$ cat src/rtl/cpu_sequencer_if.sv
// rtl/cpu_sequencer_if.sv - ROM, control and result bundle for the 4-bit CPU sequencer
// master: sequencer side (drives rom_addr and results, consumes en and rom_data)
// slave : environment side (program ROM, run control, result observer)
//   en         1   advance enable; 0 freezes the sequencer
//   rom_addr   AW  program ROM address (the PC)
//   rom_data   4   instruction returned by the ROM for rom_addr
//   acc        4   accumulator A
//   zero       1   Z flag
//   carry      1   C flag
//   out_data   4   value captured by OUT
//   out_valid  1   one-cycle pulse when out_data updates
//   halted     1   set once HALT has executed
interface cpu_sequencer_if #(
    parameter int AW = 3
);
    logic          en;
    logic [AW-1:0] rom_addr;
    logic [3:0]    rom_data;
    logic [3:0]    acc;
    logic          zero;
    logic          carry;
    logic [3:0]    out_data;
    logic          out_valid;
    logic          halted;

    modport master (
        input  en, rom_data,
        output rom_addr, acc, zero, carry, out_data, out_valid, halted
    );

    modport slave (
        output en, rom_data,
        input  rom_addr, acc, zero, carry, out_data, out_valid, halted
    );
endinterface

$ cat src/rtl/cpu_sequencer.sv
// rtl/cpu_sequencer.sv - fetch/execute control for the 4-bit CPU
// Ports:
//   clk    rising-edge clock
//   rst_n  asynchronous active-low reset
//   bus    cpu_sequencer_if.master: en, rom_data in; rom_addr, acc, zero, carry,
//          out_data, out_valid, halted out
// Parameters:
//   AW        PC / ROM address width, PC wraps modulo 2**AW
//   RESET_PC  PC value loaded on reset
module cpu_sequencer #(
    parameter int AW       = 3,
    parameter int RESET_PC = 0
) (
    input  logic                  clk,
    input  logic                  rst_n,
    cpu_sequencer_if.master       bus
);

    typedef enum logic [1:0] {
        FETCH = 2'd0,
        EXEC  = 2'd1,
        HALT  = 2'd2
    } state_t;

    state_t        r_state;
    logic [AW-1:0] r_pc;
    logic [3:0]    r_ir;
    logic [3:0]    r_acc;
    logic          r_z;
    logic          r_c;
    logic [3:0]    r_out_data;
    logic          r_out_valid;
    logic          r_halted;

    state_t        w_state_nxt;
    logic [AW-1:0] w_pc_nxt;
    logic [3:0]    w_ir_nxt;
    logic [3:0]    w_acc_nxt;
    logic          w_z_nxt;
    logic          w_c_nxt;
    logic [3:0]    w_out_data_nxt;
    logic          w_out_valid_nxt;
    logic          w_halted_nxt;

    logic [AW-1:0] w_pc_inc1;
    logic [AW-1:0] w_pc_inc2;
    logic [AW-1:0] w_jmp_target;
    logic [4:0]    w_sum;
    logic [4:0]    w_diff;

    // Adding in AW bits gives the modulo-2**AW wrap for free.
    assign w_pc_inc1    = r_pc + AW'(1);
    assign w_pc_inc2    = r_pc + AW'(2);
    // Cast zero-extends the 3-bit target, or drops upper bits when AW < 3.
    assign w_jmp_target = AW'(r_ir[2:0]);
    // Bit 4 is the carry-out of INC and the borrow of DEC.
    assign w_sum        = {1'b0, r_acc} + 5'd1;
    assign w_diff       = {1'b0, r_acc} - 5'd1;

    always_ff @(posedge clk or negedge rst_n) begin
        if (!rst_n) begin
            r_state     <= FETCH;
            r_pc        <= AW'(RESET_PC);
            r_ir        <= 4'd0;
            r_acc       <= 4'd0;
            r_z         <= 1'b1;
            r_c         <= 1'b0;
            r_out_data  <= 4'd0;
            r_out_valid <= 1'b0;
            r_halted    <= 1'b0;
        end else begin
            r_state     <= w_state_nxt;
            r_pc        <= w_pc_nxt;
            r_ir        <= w_ir_nxt;
            r_acc       <= w_acc_nxt;
            r_z         <= w_z_nxt;
            r_c         <= w_c_nxt;
            r_out_data  <= w_out_data_nxt;
            r_out_valid <= w_out_valid_nxt;
            r_halted    <= w_halted_nxt;
        end
    end

    always_comb begin
        w_state_nxt     = r_state;
        w_pc_nxt        = r_pc;
        w_ir_nxt        = r_ir;
        w_acc_nxt       = r_acc;
        w_z_nxt         = r_z;
        w_c_nxt         = r_c;
        w_out_data_nxt  = r_out_data;
        w_halted_nxt    = r_halted;
        // The pulse drops on every edge it is not being raised, frozen or not.
        w_out_valid_nxt = 1'b0;

        if (bus.en) begin
            unique case (r_state)
                FETCH: begin
                    w_ir_nxt    = bus.rom_data;
                    w_state_nxt = EXEC;
                end
                EXEC: begin
                    w_state_nxt = FETCH;
                    w_pc_nxt    = w_pc_inc1;
                    if (r_ir[3]) begin
                        if (r_ir[2:0] == 3'b111) begin
                            w_pc_nxt     = r_pc;
                            w_state_nxt  = HALT;
                            w_halted_nxt = 1'b1;
                        end else begin
                            w_pc_nxt = w_jmp_target;
                        end
                    end else begin
                        unique case (r_ir[2:0])
                            3'b000: ;
                            3'b001: begin
                                w_acc_nxt = w_sum[3:0];
                                w_c_nxt   = w_sum[4];
                                w_z_nxt   = (w_sum[3:0] == 4'd0);
                            end
                            3'b010: begin
                                w_acc_nxt = w_diff[3:0];
                                w_c_nxt   = w_diff[4];
                                w_z_nxt   = (w_diff[3:0] == 4'd0);
                            end
                            3'b011: begin
                                w_acc_nxt = 4'd0;
                                w_z_nxt   = 1'b1;
                                w_c_nxt   = 1'b0;
                            end
                            3'b100: begin
                                w_acc_nxt = ~r_acc;
                                w_z_nxt   = (r_acc == 4'hF);
                            end
                            3'b101: begin
                                w_acc_nxt = {r_acc[2:0], 1'b0};
                                w_c_nxt   = r_acc[3];
                                w_z_nxt   = (r_acc[2:0] == 3'd0);
                            end
                            3'b110: begin
                                w_out_data_nxt  = r_acc;
                                w_out_valid_nxt = 1'b1;
                            end
                            3'b111: begin
                                if (r_z) begin
                                    w_pc_nxt = w_pc_inc2;
                                end
                            end
                            default: ;
                        endcase
                    end
                end
                HALT: ;
                default: w_state_nxt = FETCH;
            endcase
        end
    end

    assign bus.rom_addr  = r_pc;
    assign bus.acc       = r_acc;
    assign bus.zero      = r_z;
    assign bus.carry     = r_c;
    assign bus.out_data  = r_out_data;
    assign bus.out_valid = r_out_valid;
    assign bus.halted    = r_halted;

endmodule

$ cat src/flat_wrapper.sv
// flat-port wrapper written by rule: the top's interface ports become plain ports
module cpu_sequencer_flat 
#(
    parameter int AW       = 3,
    parameter int RESET_PC = 0
)
  (clk, rst_n, bus_en, bus_rom_data, bus_rom_addr, bus_acc, bus_zero, bus_carry, bus_out_data, bus_out_valid, bus_halted);
  cpu_sequencer_if #(.AW(AW)) bus_i ();
  input  logic clk;
  input  logic rst_n;
  input wire logic [$bits(bus_i.en)-1:0] bus_en;
  input wire logic [$bits(bus_i.rom_data)-1:0] bus_rom_data;
  output wire logic [$bits(bus_i.rom_addr)-1:0] bus_rom_addr;
  output wire logic [$bits(bus_i.acc)-1:0] bus_acc;
  output wire logic [$bits(bus_i.zero)-1:0] bus_zero;
  output wire logic [$bits(bus_i.carry)-1:0] bus_carry;
  output wire logic [$bits(bus_i.out_data)-1:0] bus_out_data;
  output wire logic [$bits(bus_i.out_valid)-1:0] bus_out_valid;
  output wire logic [$bits(bus_i.halted)-1:0] bus_halted;
  assign bus_i.en = bus_en;
  assign bus_i.rom_data = bus_rom_data;
  assign bus_rom_addr = bus_i.rom_addr;
  assign bus_acc = bus_i.acc;
  assign bus_zero = bus_i.zero;
  assign bus_carry = bus_i.carry;
  assign bus_out_data = bus_i.out_data;
  assign bus_out_valid = bus_i.out_valid;
  assign bus_halted = bus_i.halted;
  cpu_sequencer #(.AW(AW), .RESET_PC(RESET_PC)) u_core (.clk(clk), .rst_n(rst_n), .bus(bus_i));
endmodule
$ cat config.mk
export PLATFORM = sky130hd
export DESIGN_NAME = cpu_sequencer_flat
export DESIGN_NICKNAME = d
export VERILOG_FILES = /design/src/rtl/cpu_sequencer_if.sv /design/src/rtl/cpu_sequencer.sv /design/src/flat_wrapper.sv
export SDC_FILE = /design/constraint.sdc
export NUM_CORES = 1
export LEC_CHECK = 0
export BUFFER_PORTS_ARGS = -buffer_cell sky130_fd_sc_hd__buf_2
export CAP_MARGIN = 10
export CORE_ASPECT_RATIO = 1.75
export CORE_UTILIZATION = 53
export DETAILED_ROUTE_END_ITERATION = 8
export PLACE_DENSITY = 0.75
export SETUP_SLACK_MARGIN = 0.15
export SLEW_MARGIN = 20
export SYNTH_ARGS = -nofsm -noshare
export SYNTH_HDL_FRONTEND = slang
export SYNTH_SLANG_ARGS = --single-unit
$ cat constraint.sdc
create_clock -name clk -period 4.8 [get_ports clk]
set_input_delay 0.96 -clock clk [delete_from_list [all_inputs] [get_ports clk]]
set_output_delay 0.96 -clock clk [all_outputs]
set_load 0.02 [all_outputs]
[Yosys cells after proc, flatten, opt, wreduce, memory -nomap -nowiden]
Cells that the tools add are included.
Storage, ports and cells
  logic and storage cells: 54
  register bits: 21
  input bits: 7
Cells by class
  mux-type cells: 14
  add/subtract/negate cells: 4
  reduce and logical (&&, ||, !) cells: 13
  bitwise gates (word level): 3
  eq/ne operators: 11
Operators with widths (count)
  $pmux W4 S5: 1
  $reduce_and A4 Y1: 4
  $eq A3 B3 Y1 const B: 4
  $mux W3: 4
  $logic_not A4 Y1: 2
  $eq A3 B2 Y1 const B: 2
  $pmux W2 S3: 1
  $add A4 B1 Y5 const B: 1
  $pmux W1 S5: 1
  $reduce_bool A5 Y1: 1
  $sub A4 B1 Y5 const B: 1
  $eq A4 B4 Y1 const B: 1
  $mux W1: 4
  $mux W2: 2
  $not A4 Y4: 1
  $pmux W1 S4: 1
  $reduce_and A2 Y1: 2
  $reduce_bool A4 Y1: 1
  $add A3 B1 Y3 const B: 1
  $add A3 B2 Y3 const B: 1
  $eq A3 B1 Y1 const B: 1
  $logic_not A3 Y1: 1
  $reduce_and A3 Y1: 1
  $eq A2 B1 Y1 const B: 1
  4 further kinds: 5

[Logic depth before layout (Yosys ltp)]
  word-level depth: 5
  depth in mapped cells: 7
  gate-level depth less buffers: 6

[Least setup slack after synthesis]
OpenSTA, ideal clock, no wires.
  path kind: in2reg
  start point: input bus_en
  end point: register u_core.r_ir[0]
  setup time: 0.125 ns
  required time: 4.675 ns
  stages: 3
  path buffers: 0
  slack: 2.904 ns
  arrival: 1.772 ns
  cells stage by stage: inv_1 > nor3_1 > mux2_2
Between the ends
  longest elaborated chain between the ends: 1
Ends and longest elaborated chain
  start, declared: line flat_wrapper.sv:11  | input wire logic [$bits(bus_i.en)-1:0] bus_en;
  $reduce_and A2 Y1 (no line)
  end signal, assigned: line cpu_sequencer.sv:74  | r_ir <= w_ir_nxt;
  end, declared: line cpu_sequencer.sv:27  | logic [3:0] r_ir;
Every way passes these cells.
A chain may end at the register's enable or synchronous reset.

[Worst setup path in the final report]
  start point: register u_core.r_acc[0] (netlist: u_core.bus.acc[0])
  end point: output bus_acc[0]
RTL lines
  start, declared: line cpu_sequencer.sv:28  | logic [3:0] r_acc;
  start signal, assigned: line cpu_sequencer.sv:75  | r_acc <= w_acc_nxt;
  end, declared: line flat_wrapper.sv:14  | output wire logic [$bits(bus_i.acc)-1:0] bus_acc;
No word-level cell between the ends.

==> impl_metrics.yaml <==
synth:
  synth_edf_count: 0
  synth.avg_cell_area_sq_um: 9.58
  syn_inst: 145
  synthTopCellsByCount: "dfrtp_1 (20), nor2_1 (12), o21ai_0 (10)"
  ys.flop_type: "dfrtp_1"
  async_reset_ff_frac: 1.00
  ys_seq_area_frac: 0.379
  ys_top_cells_by_area: "dfrtp_1 (36%), mux2_2 (5.7%), ha_1 (5.4%)"
  synth_area_sq_um: 1390
  synth-seq-cells: 21
  yosys_warnings: 0
  ys_types: 48
  synth_top_area_frac: 0.360
  netlist.top_cell.by_area: "dfrtp_1"
  yosysMostFrequentCell: "dfrtp_1"
  synth_nets: 158
cts:
  cts_tree: "built"
  clk_path_buf_depth: 2
  htree_levels: 1
  cts-buffers-inserted: 3
  clkTransAtPathRegs_ns: 0.07
  clock_latency_ns: 0.27
  root_buffer: "clkbuf_8"
  cts.sinks: 21
  post_cts_buffers: 0
  cts-resized-gates: 0
  holdBufCountCts: 0
setup_path:
  endpoint: "bus_acc[0]"
  crit_cells: 1
  path_buf_inv: 1
  crit_type: "reg2out"
  crit_chain: "buf_2"
  start_kind: "flip-flop"
  critPathArrivalTime_ns: 1.13
  r2r_cells: 3
  path_max_fanout: 14
  reg2reg_from: "u_core.r_ir[1]"
  regToRegSetupSlack_ns: 2.84
  slowest_stage: "dfrtp_1"
  cpPeakStageDelay_ns: 0.62
  crit_required_ns: 3.84
  reg2reg_to: "u_core.bus.out_data[0]"
  crit_family: "flip-flops"
  cp-end-kind: "output port"
  crit_start: "u_core.bus.acc[0]"
route:
  post-route-drc-count: 0
  viasPerCell: 6.18
  wire_per_inst_um: 16.0
  num_vias: 1149
  drt_iter0_drc: 27
  drtAntennaViolNets: 0
  drtPass1Iterations: 4
  routed_wl_um: 2980
grt:
  grt_start_max_net_pins: 23
  grt_antenna_before_repair: 0
  grt_pass1_wl_um: 5040
  grt_overflow: 0
  grt.total_usage: 0.250
  grt_pass1_vias: 1150
floorplanning:
  placementRows: 24
  start_util: 0.557
  core-area_sq_um: 2490
  die_area_sq_um: 2840
  die_w_um: 40.7
  pin_count: 22
  die_y_um: 69.7
finish:
  drive_gt1_frac: 0.231
  nets: 174
  syn2layout_area_growth_pct: 9.64
  fill_cells: 203
  diodes: 0
timing:
  period_minus_slack_ns: 2.09
  worst_slew_margin_rel: 0.531
  final-hold-violation-count: 0
  clock_skew_ns: 0.00597
  tns_ns: 0
  holdWs_ns: 0.515
  tightestPinTransition_ns: 0.703
  setup_violations: 0
  drv_slew: 0
  timing.fmax_mhz: 478
  rsz0062_at_grt: "no"
  period_share: 0.436
power_and_ir_drop:
  power_leakage_nw: 0.665
  peakVddDrop_uv: 323
  powerDensity_nw_per_um2: 708
worst_hold_path:
  hp-class: "reg2reg"
flow_run:
  cap_viol_max_count: 0
placed_design:
  io_buffers: 21
  hpwl_um: 2160
  gp_congestion: 0.900
outcome:
  outcome: "finished clean"
[layer usage]
| layer | vias up | wire length [um] | GRT usage |
|---|---|---|---|
| met5 | - | 0 | 0 |
| met4 | 0 | 80 | 0.119 |
| met3 | 7 | 130 | 0.0385 |
| met2 | 34 | 1580 | 0.404 |
| met1 | 551 | 1190 | 0.300 |
| li1 | 557 | - | - |
[how the worst min path moves through the flow]
stage / start / end / slack [ns] / depth (start not counted)
floorplan: u_core.r_state[1] / u_core.r_state[1] / 0.48 / 2
global placement: u_core.bus.halted / u_core.bus.halted / 0.45 / 1
detailed placement: u_core.bus.out_data[3] / u_core.bus.out_data[3] / 0.49 / 1
CTS: u_core.bus.halted / u_core.bus.halted / 0.52 / 1
global route: u_core.bus.halted / u_core.bus.halted / 0.52 / 1
finish: u_core.bus.out_data[0] / u_core.bus.out_data[0] / 0.51 / 1
[registers in the layout (all words and copies together), names as in the netlist]
name and flops:
u_core.bus.acc 4, u_core.bus.zero 1, u_core.bus.out_valid 1, u_core.bus.carry 1
u_core.bus.out_data 4, u_core.bus.rom_addr 3, u_core.r_ir 4, u_core.bus.halted 1
u_core.r_state 2
[report_power, final]
part	internal, W	leakage, nW	total, W	switching (W)
Sequential	0.000253	0.258	0.000418	0.000165
Combinational	0.000243	0.384	0.000541	0.000297
Clock	0.0000594	0.0228	0.000120	0.0000607
Total	0.000556	0.665	0.00108	0.000523
[kinds of logic after synthesis]
logic type      count (synthesis)  synth area share
xor+xnor                        5            0.0315
mux                            10            0.0784
simple gates                   48             0.212
fa+ha+maj                       6            0.0541
compound gates                 38             0.191
flops                          21             0.379
buf+inv                        17            0.0541
[layout by cell type (no fill, tap or decap), drive strengths merged, types with 4 or more instances in the layout]
| cell | synthesis | final |
|---|---|---|
| ha | 6 | 6 |
| nand2b | 5 | 5 |
| nor2 | 12 | 12 |
| inv | 7 | 7 |
| dfrtp | 20 | 20 |
| buf | 8 | 21 |
| a21oi | 6 | 6 |
| nand2 | 7 | 7 |
| o21ai | 11 | 11 |
| mux2 | 7 | 7 |
| nand3 | 4 | 4 |
| clkbuf | 2 | 4 |
[stage by stage]
stage / util / setup WS (ns) / cells / instance area (sq um) / total power (W)
2_1_floorplan: - / 2.90 / 145 / 1390 / 0.000818
3_3_place_gp: 0.593 / 2.64 / 182 / 1480 / 0.000932
3_5_place_dp: 0.593 / 2.61 / 182 / 1480 / 0.000957
4_1_cts: 0.611 / 2.72 / 186 / 1520 / 0.00108
5_1_grt: 0.611 / 2.64 / 186 / 1520 / 0.00117
6_report: 0.611 / 2.71 / 186 / 1520 / 0.00108
[worst reg2reg max path: cells and delay by family, from the launching register on]
family,cells,cell delay [ns]
DFF,1,0.80
muxes,1,0.37
and+or+nand+nor,2,0.68
[cell type report]
cell class	instances	area (sq um)	share of cell area
clock buffers	4	45.0	0.0296
inverters	7	26.3	0.0173
multi-input cells	107	787	0.517
flip-flops and latches	21	527	0.346
well taps	26	32.5	0.0214
repair buffers	21	105	0.0690
Power figures use the tool's default switching activity.
